==> config.mk <==
export PLATFORM = sky130hd
export DESIGN_NAME = uart_tx
export DESIGN_NICKNAME = d
export VERILOG_FILES = /design/src/rtl/uart_tx.sv
export SDC_FILE = /design/constraint.sdc
export NUM_CORES = 1
export LEC_CHECK = 0
export ABC_AREA = 1
export CORE_MARGIN = 8
export CORE_UTILIZATION = 40
export DETAILED_ROUTE_END_ITERATION = 6
export HOLD_SLACK_MARGIN = 0.06
export SYNTH_ARGS = -nofsm -noshare
export SYNTH_HDL_FRONTEND = slang
export SYNTH_SLANG_ARGS = --single-unit
==> constraint.sdc <==
create_clock -name i_Clock -period 2.7 [get_ports i_Clock]
set_clock_uncertainty 0.2 [all_clocks]
set_input_delay 0.54 -clock i_Clock [delete_from_list [all_inputs] [get_ports i_Clock]]
set_output_delay 0.54 -clock i_Clock [all_outputs]
set_load 0.005 [all_outputs]
==> src/rtl/uart_tx.sv <==
// uart_tx - UART serial transmitter.
//
// Takes one byte per i_Tx_DV request and sends it as a frame:
// one start bit (0), 8 data bits LSB first, an optional parity bit, then
// one or two stop bits (1). Every bit is held for CLKS_PER_BIT clocks. The
// receiver uses the same CLKS_PER_BIT value, so both ends agree on baud rate.
//
// Parameters:
//   CLKS_PER_BIT  system clocks per serial bit (2..65535)
//   PARITY        0 = none, 1 = even, 2 = odd
//   STOP_BITS     1 or 2
//
// Ports:
//   i_Clock      system clock, rising edge
//   i_Reset      asynchronous, active-high reset
//   i_Tx_DV      transmit request; qualifies i_Tx_Byte, only honoured in IDLE
//   i_Tx_Byte    byte to send
//   o_Tx_Active  high from the start bit through the last stop bit
//   o_Tx_Serial  serial line, idles high
//   o_Tx_Done    one-cycle pulse in the first IDLE cycle after a frame
//
// state      | meaning
// -----------+---------------------------------------------------------
// S_IDLE     | line high, waiting for i_Tx_DV
// S_START    | start bit (line low)
// S_DATA     | data bit bit_idx of the latched byte
// S_PARITY   | parity bit computed when the byte was latched
// S_STOP     | stop bit stop_idx (line high)

module uart_tx #(
    parameter int CLKS_PER_BIT = 87,
    parameter int PARITY       = 0,
    parameter int STOP_BITS    = 1
) (
    input  logic       i_Clock,
    input  logic       i_Reset,
    input  logic       i_Tx_DV,
    input  logic [7:0] i_Tx_Byte,
    output logic       o_Tx_Active,
    output logic       o_Tx_Serial,
    output logic       o_Tx_Done
);

    typedef enum logic [2:0] {
        S_IDLE,
        S_START,
        S_DATA,
        S_PARITY,
        S_STOP
    } state_t;

    localparam logic [15:0] CNT_LAST  = 16'(CLKS_PER_BIT - 1);
    localparam logic        STOP_LAST = (STOP_BITS == 2);

    state_t      state, state_n;
    logic [15:0] cnt, cnt_n;
    logic [2:0]  bit_idx, bit_idx_n;
    logic        stop_idx, stop_idx_n;
    logic [7:0]  data, data_n;
    logic        par_bit, par_bit_n;
    logic        serial_n, active_n, done_n;
    logic        bit_end;

    always_ff @(posedge i_Clock or posedge i_Reset) begin
        if (i_Reset) begin
            state       <= S_IDLE;
            cnt         <= '0;
            bit_idx     <= '0;
            stop_idx    <= 1'b0;
            data        <= '0;
            par_bit     <= 1'b0;
            o_Tx_Serial <= 1'b1;
            o_Tx_Active <= 1'b0;
            o_Tx_Done   <= 1'b0;
        end else begin
            state       <= state_n;
            cnt         <= cnt_n;
            bit_idx     <= bit_idx_n;
            stop_idx    <= stop_idx_n;
            data        <= data_n;
            par_bit     <= par_bit_n;
            o_Tx_Serial <= serial_n;
            o_Tx_Active <= active_n;
            o_Tx_Done   <= done_n;
        end
    end

    assign bit_end = (cnt == CNT_LAST);

    always_comb begin
        state_n    = state;
        cnt_n      = '0;
        bit_idx_n  = bit_idx;
        stop_idx_n = stop_idx;
        data_n     = data;
        par_bit_n  = par_bit;
        done_n     = 1'b0;

        // The counter runs in every non-IDLE state and wraps at the bit end.
        if (state != S_IDLE && !bit_end) begin
            cnt_n = cnt + 16'd1;
        end

        case (state)
            S_IDLE: begin
                bit_idx_n  = '0;
                stop_idx_n = 1'b0;
                if (i_Tx_DV) begin
                    data_n    = i_Tx_Byte;
                    par_bit_n = (PARITY == 2) ? ~(^i_Tx_Byte) : (^i_Tx_Byte);
                    state_n   = S_START;
                end
            end
            S_START: begin
                if (bit_end) begin
                    bit_idx_n = '0;
                    state_n   = S_DATA;
                end
            end
            S_DATA: begin
                if (bit_end) begin
                    if (bit_idx == 3'd7) begin
                        stop_idx_n = 1'b0;
                        state_n    = (PARITY != 0) ? S_PARITY : S_STOP;
                    end else begin
                        bit_idx_n = bit_idx + 3'd1;
                    end
                end
            end
            S_PARITY: begin
                if (bit_end) begin
                    stop_idx_n = 1'b0;
                    state_n    = S_STOP;
                end
            end
            S_STOP: begin
                if (bit_end) begin
                    if (stop_idx == STOP_LAST) begin
                        state_n = S_IDLE;
                        done_n  = 1'b1;
                    end else begin
                        stop_idx_n = 1'b1;
                    end
                end
            end
            default: begin
                state_n = S_IDLE;
            end
        endcase

        // Outputs are registered, so they are decoded from the next state;
        // this puts the start bit on the line on the accepting edge.
        active_n = (state_n != S_IDLE);
        case (state_n)
            S_START:  serial_n = 1'b0;
            S_DATA:   serial_n = data_n[bit_idx_n];
            S_PARITY: serial_n = par_bit_n;
            default:  serial_n = 1'b1;
        endcase
    end

endmodule

==> results.cfg, run 1 <==
[outcome]
outcome = completed

[placement]
place_inst = 314
dp_slack_ns = 0.526
dpl-instance-area_sq_mm = 0.00211
gp_congestion = 0.770
io_buffers = 13
dp_hpwl_um = 2910

[clock_tree]
cts_tree = yes
cts.sinks = 34
numCtsBuffers = 5
clockBufferDepth = 2
clockRootBuffer = clkbuf_8
cts_setup_buffers = 0
htree_num_levels = 2
cts_hold_buf = 0
clock_latency_ns = 0.28
clk_pin_slew_worst_paths_ns = 0.06
post_cts_resized = 0

[final_layout]
area_growth_pct = 16.3
fin_area_sq_mm = 0.00222
fin_nets = 281
drive_gt1_share_pct = 12.7
final_cells = 322
antennaDiodeCount = 0

[power]
power_frac_seq_pct = 50.5
swShare_pct = 19.7
switching_power_uw = 198
p_per_area_mw_per_mm2 = 454
clockPowerShare_pct = 45.0
ir_worst_vdd_uv = 263
power_leakage_uw = 0.00112
pwr-share-comb_pct = 4.5
p_int_uw = 810

[sta]
setup_violations = 0
setup_tns_ns = 0
worstMarginPinSlew_ns = 0.427
slew_headroom_pct = 71.5
min_period_over_period_pct = 80.1
fin_crit_ns = 2.16
fmax_ghz = 0.462
fin_ws_ns = 0.537
hold_viol_final = 0
slew_viol_final = 0
rsz0062_at_grt = false
hold_ws_ns = 0.264

[detailed_routing]
num_vias = 1589
routed_wl_um = 3850
met1_length_um = 1900
via_per_inst = 4.93
maxUsedRoutingLayer = met4
drtPass1Iterations = 5
wl_per_cell_um = 11.9
routed-wl-met3_um = 137
met2_length_um = 1740
drc_errors = 0
ant_nets = 0
drtIter0Drc = 107

[synthesis]
synth_most_common_cell = nand2_1
synth_cell_types = 29
yosys_most_used_dff = dfrtp_1
synth_edf_count = 0
synthTopCellsByArea = dfrtp_1, nand2_1, inv_1, nand3_1, nor2_1
synth_common_cells = nand2_1, dfrtp_1, inv_1
synth_top_cell_area_share_pct = 43.3
synth_area_sq_mm = 0.00191
syn_area_per_cell_sq_um = 7.76
synth_seq_cells = 34
synth_cells = 246
yosysSeqAreaShare_pct = 44.6
syn_nets = 260
async_reset_ff_share_pct = 100
ys_warn_count = 0
synth_top_area_cell = dfrtp_1

[worst_setup_path]
crit_buf_inv = 4
path_class = reg2reg
critical_path.max_fanout = 9
cpMostUsedCell = inv_1
worstPathArrival_ns = 2.16
crit_family = simple AND/OR/NAND/NOR gates
end_kind = register
crit_required_ns = 2.70
crit_path_top_delay_cell = dfrtp_1
worstPathCellList = inv_1 -> ha_1 -> nand2_1 -> inv_1 -> nand2_1 -> nor2_1 -> nand2_2 -> inv_1 -> nor2_2 -> inv_2 -> nor3_1
critPathLaunchType = register
crit_path_max_incr_delay_ns = 0.37

[global_routing]
grtUsageTotal_pct = 12.1
grt_pass1_vias = 1563
grt_start_max_net_pins = 35
antenna_found_initial = 0
grt_pass1_wl_um = 7110
overflow = 0

[floorplan]
die-height_um = 85.1
dieArea_sq_mm = 0.00724
fp-row-count = 25
core_area_sq_mm = 0.00466
initial_core_util_pct = 41.0
io_pins = 14
fp.dieW_um = 85.1

[job]
maxCapViolCount = 0

[worst_hold_path]
min_path_type = reg2reg
per-layer routing:
layer	vias to the layer above	global-route usage, %
met5	-	0
met1	722	15.5
met2	25	18.6
met3	11	3.67
li1	831	-
met4	0	4.85
final timing paths:
check	start	to	slack, ns	cells past startpoint
setup / recovery	cnt[0]$_DFF_PP0_	cnt[8]$_DFF_PP0_	0.54	11
hold / removal	cnt[0]$_DFF_PP0_	cnt[0]$_DFF_PP0_	0.26	1
setup reg to reg	cnt[0]$_DFF_PP0_	cnt[8]$_DFF_PP0_	0.54	11
hold reg to reg	cnt[0]$_DFF_PP0_	cnt[0]$_DFF_PP0_	0.26	1
max in group asynchronous	i_Reset	o_Tx_Serial$_DFF_PP1_	1.52	3
min in group asynchronous	i_Reset	cnt[1]$_DFF_PP0_	0.44	3
power groups by stage:
stage	logic, uW	clock network (uW)	registers (uW)
6_report	45.5	454	509
5_1_grt	51.7	483	509
4_1_cts	47.3	468	509
3_5_place_dp	46.8	0	519
3_3_place_gp	46.7	0	519
2_1_floorplan	24.0	0	519
per-stage QoR:
step                      utilization (%)  total power (uW)
after floorplan                         -               543
after global placement               45.4               566
after detailed placement             45.4               566
after CTS                            47.7              1020
after global routing                 47.7              1040
final                                47.7              1010
state kept, by name (all words and copies together), names as in the netlist:
name,flops
o_Tx_Active,1
data,8
state,3
cnt,16
bit_idx,3
par_bit,1
o_Tx_Done,1
o_Tx_Serial,1
cells in the final DEF, fill, tap and decap left out, types with 4 or more instances in the layout:
master	count
nand2_1	65
dfrtp_1	33
inv_1	30
nor2_1	24
nand3_1	18
clkdlybuf4s50_1	13
a21oi_1	10
nor2_2	8
o21ai_0	8
nand4_1	5
nand2_2	5
xnor2_1	5
nor3_1	5
clkbuf_8	5
nand3_2	4
inv_2	4
layout make-up:
class	count	area [sq um]
Fill cell	467	2440
Tap cell	54	67.6
Multi-Input combinational cell	177	923
Clock inverter	1	30.0
Inverter	35	134
Sequential cell	34	852
Timing Repair Buffer	14	138
Clock buffer	7	76.3
cells by family after synthesis:
group / count (synthesis) / synth area share (%)
and+or+nand+nor: 141 / 35.5
DFF: 34 / 44.6
adders and majority gates: 3 / 1.97
AOI/OAI and AO/OA: 24 / 6.75
xor gates and xnor gates: 8 / 3.67
muxes: 1 / 0.524
buffers and inverters: 35 / 7.01
worst reg2reg max path, stage by stage (launching register included):
cell and delay, ns:
dfrtp_1 0.37, inv_1 0.08, ha_1 0.21, nand2_1 0.07
inv_1 0.03, nand2_1 0.09, nor2_1 0.06, nand2_2 0.13
inv_1 0.08, nor2_2 0.34, inv_2 0.19, nor3_1 0.22
Note: power is estimated with default switching activity, not from simulation.
==> inputs of run 2 (changes only) <==
Clock period 2.7 ns to 1.9 ns, I/O delays scaled along.
==> run 2 against run 1 <==
Compared with the run above:
- cell count increased by 16%
- global-route usage is 0.72 points higher
- flip-flop and latch count unchanged
- highest routed layer unchanged
- worst setup slack worse by 0.68 ns
- the flow now finishes with violations (negative setup slack)
==> results.cfg, run 2 (synthesis gave the netlist of run 1 again) <==
[power]
ir_worst_vdd_uv = 352
p_per_area_mw_per_mm2 = 519
power_leakage_uw = 0.00142

[final_layout]
layout_commonest_cell = nand2_1
drive_gt1_share_pct = 33.8
antennaDiodeCount = 0
largest_register = cnt
layout_common_cells = nand2_1, buf_4, dfrtp_1
fin_area_sq_mm = 0.00276
area_growth_pct = 44.7
largest_reg_flops = 16
reg_top3 = cnt: 16 flops, data: 8 flops
fin_nets = 333
fillers = 402

[detailed_routing]
num_vias = 1750
wl_per_cell_um = 11.7
routed_wl_um = 4360
drtIter0Drc = 87
drc_errors = 0
via_per_inst = 4.68
ant_nets = 0
drtPass1Iterations = 4

[worst_setup_path]
critPathLaunchType = register
critical_path.max_fanout = 3
path_class = reg2reg
r2r_cells = 13
end_kind = register
crit_required_ns = 1.88
worstPathArrival_ns = 2.02

[floorplan]
die-height_um = 85.1
initial_core_util_pct = 41.0
fp.dieW_um = 85.1
fp-row-count = 25
core_area_sq_mm = 0.00466
io_pins = 14
dieArea_sq_mm = 0.00724

[clock_tree]
clock_latency_ns = 0.29
cts_hold_buf = 0
cts.sinks = 34
clockRootBuffer = clkbuf_8
clk_pin_slew_worst_paths_ns = 0.07
clockBufferDepth = 2
htree_num_levels = 2
cts_tree = yes
numCtsBuffers = 5

[outcome]
outcome = complete, but fails checks
violations = negative setup slack

[global_routing]
grt_pass1_wl_um = 7530
antenna_found_initial = 0
grt_pass1_vias = 1712
overflow = 0
grtUsageTotal_pct = 12.9
grt_start_max_net_pins = 35

[sta]
slew_headroom_pct = 81.9
fin_ws_ns = -0.141
worstMarginPinSlew_ns = 0.269
slew_viol_final = 0
fin_crit_ns = 2.04
setup_tns_ns = -0.368
hold_ws_ns = 0.229
rsz0062_at_grt = true
fmax_ghz = 0.490
hold_viol_final = 0
setup_violations = 4
min_period_over_period_pct = 107

[placement]
dp_slack_ns = -0.156
io_buffers = 13
dp_hpwl_um = 3180
dpl-instance-area_sq_mm = 0.00244
gp_congestion = 0.819

[job]
maxCapViolCount = 0

[worst_hold_path]
min_path_type = in2async
## run 2: changes by cell type in the layout (fill, tap and decap cells not counted), sizes merged
cell,delta
buf,+52
bufinv,-1
clkbuf,+1
clkdlybuf4s50,-1
dlymetal6s2s,+1
## run 2: final timing paths
path | start | end | slack, ns
max | cnt[0]$_DFF_PP0_ | cnt[10]$_DFF_PP0_ | -0.14
max in group asynchronous | i_Reset | o_Tx_Serial$_DFF_PP1_ | 1.02
max reg2reg | cnt[0]$_DFF_PP0_ | cnt[10]$_DFF_PP0_ | -0.14
min in group i_Clock | data[2]$_DFF_PP0_ | data[2]$_DFF_PP0_ | 0.28
min reg2reg | data[2]$_DFF_PP0_ | data[2]$_DFF_PP0_ | 0.28
min | i_Reset | cnt[2]$_DFF_PP0_ | 0.23
## run 2: layer usage
metal  routed length [um]  GRT usage [%]
met4                   59           5.02
met5                    0              0
met1                 2170           16.8
met2                 1980           19.3
met3                  156           3.76
## run 2: report_power, final
group          switching, uW  internal, uW
Combinational           34.0          43.9
Sequential                 0           724
Clock                    265           366
Total                    299          1130
## run 2: cell type report
class / count / area [sq um] / share of cell area [%]
repair buffers: 66 / 554 / 20.1
inverters: 35 / 139 / 5.03
clock buffers: 8 / 110 / 3.99
flip-flops and latches: 34 / 853 / 30.9
well taps: 54 / 67.6 / 2.45
multi-input cells: 177 / 1040 / 37.6
## run 2: repair_timing
item | 4_1_cts | 5_1_grt
pin swaps | 2 | 13
endpoints found under the setup margin | 5 | 22
gates resized for setup | 5 | 37
cloned | 0 | 0
setup buffers | 2 | 8
hold endpoints to repair | 0 | 0
## run 2: stage by stage
stage | total power [uW] | instances | util (%)
floorplan | 772 | 246 | -
global placement | 816 | 356 | 52.4
detailed placement | 817 | 356 | 52.4
CTS | 1450 | 366 | 55.5
global route | 1490 | 374 | 59.3
finish | 1430 | 374 | 59.3
## run 2: critical path, stage by stage (launching register included)
cell and delay, ns:
dfrtp_1 0.36, buf_4 0.12, ha_1 0.15, nand2_1 0.07, inv_2 0.07, nand2_2 0.07
nor2_4 0.09, nand2_2 0.08, nor4_4 0.18, nand3_2 0.18, buf_4 0.17, buf_4 0.12
nand2_1 0.04, a21oi_1 0.03
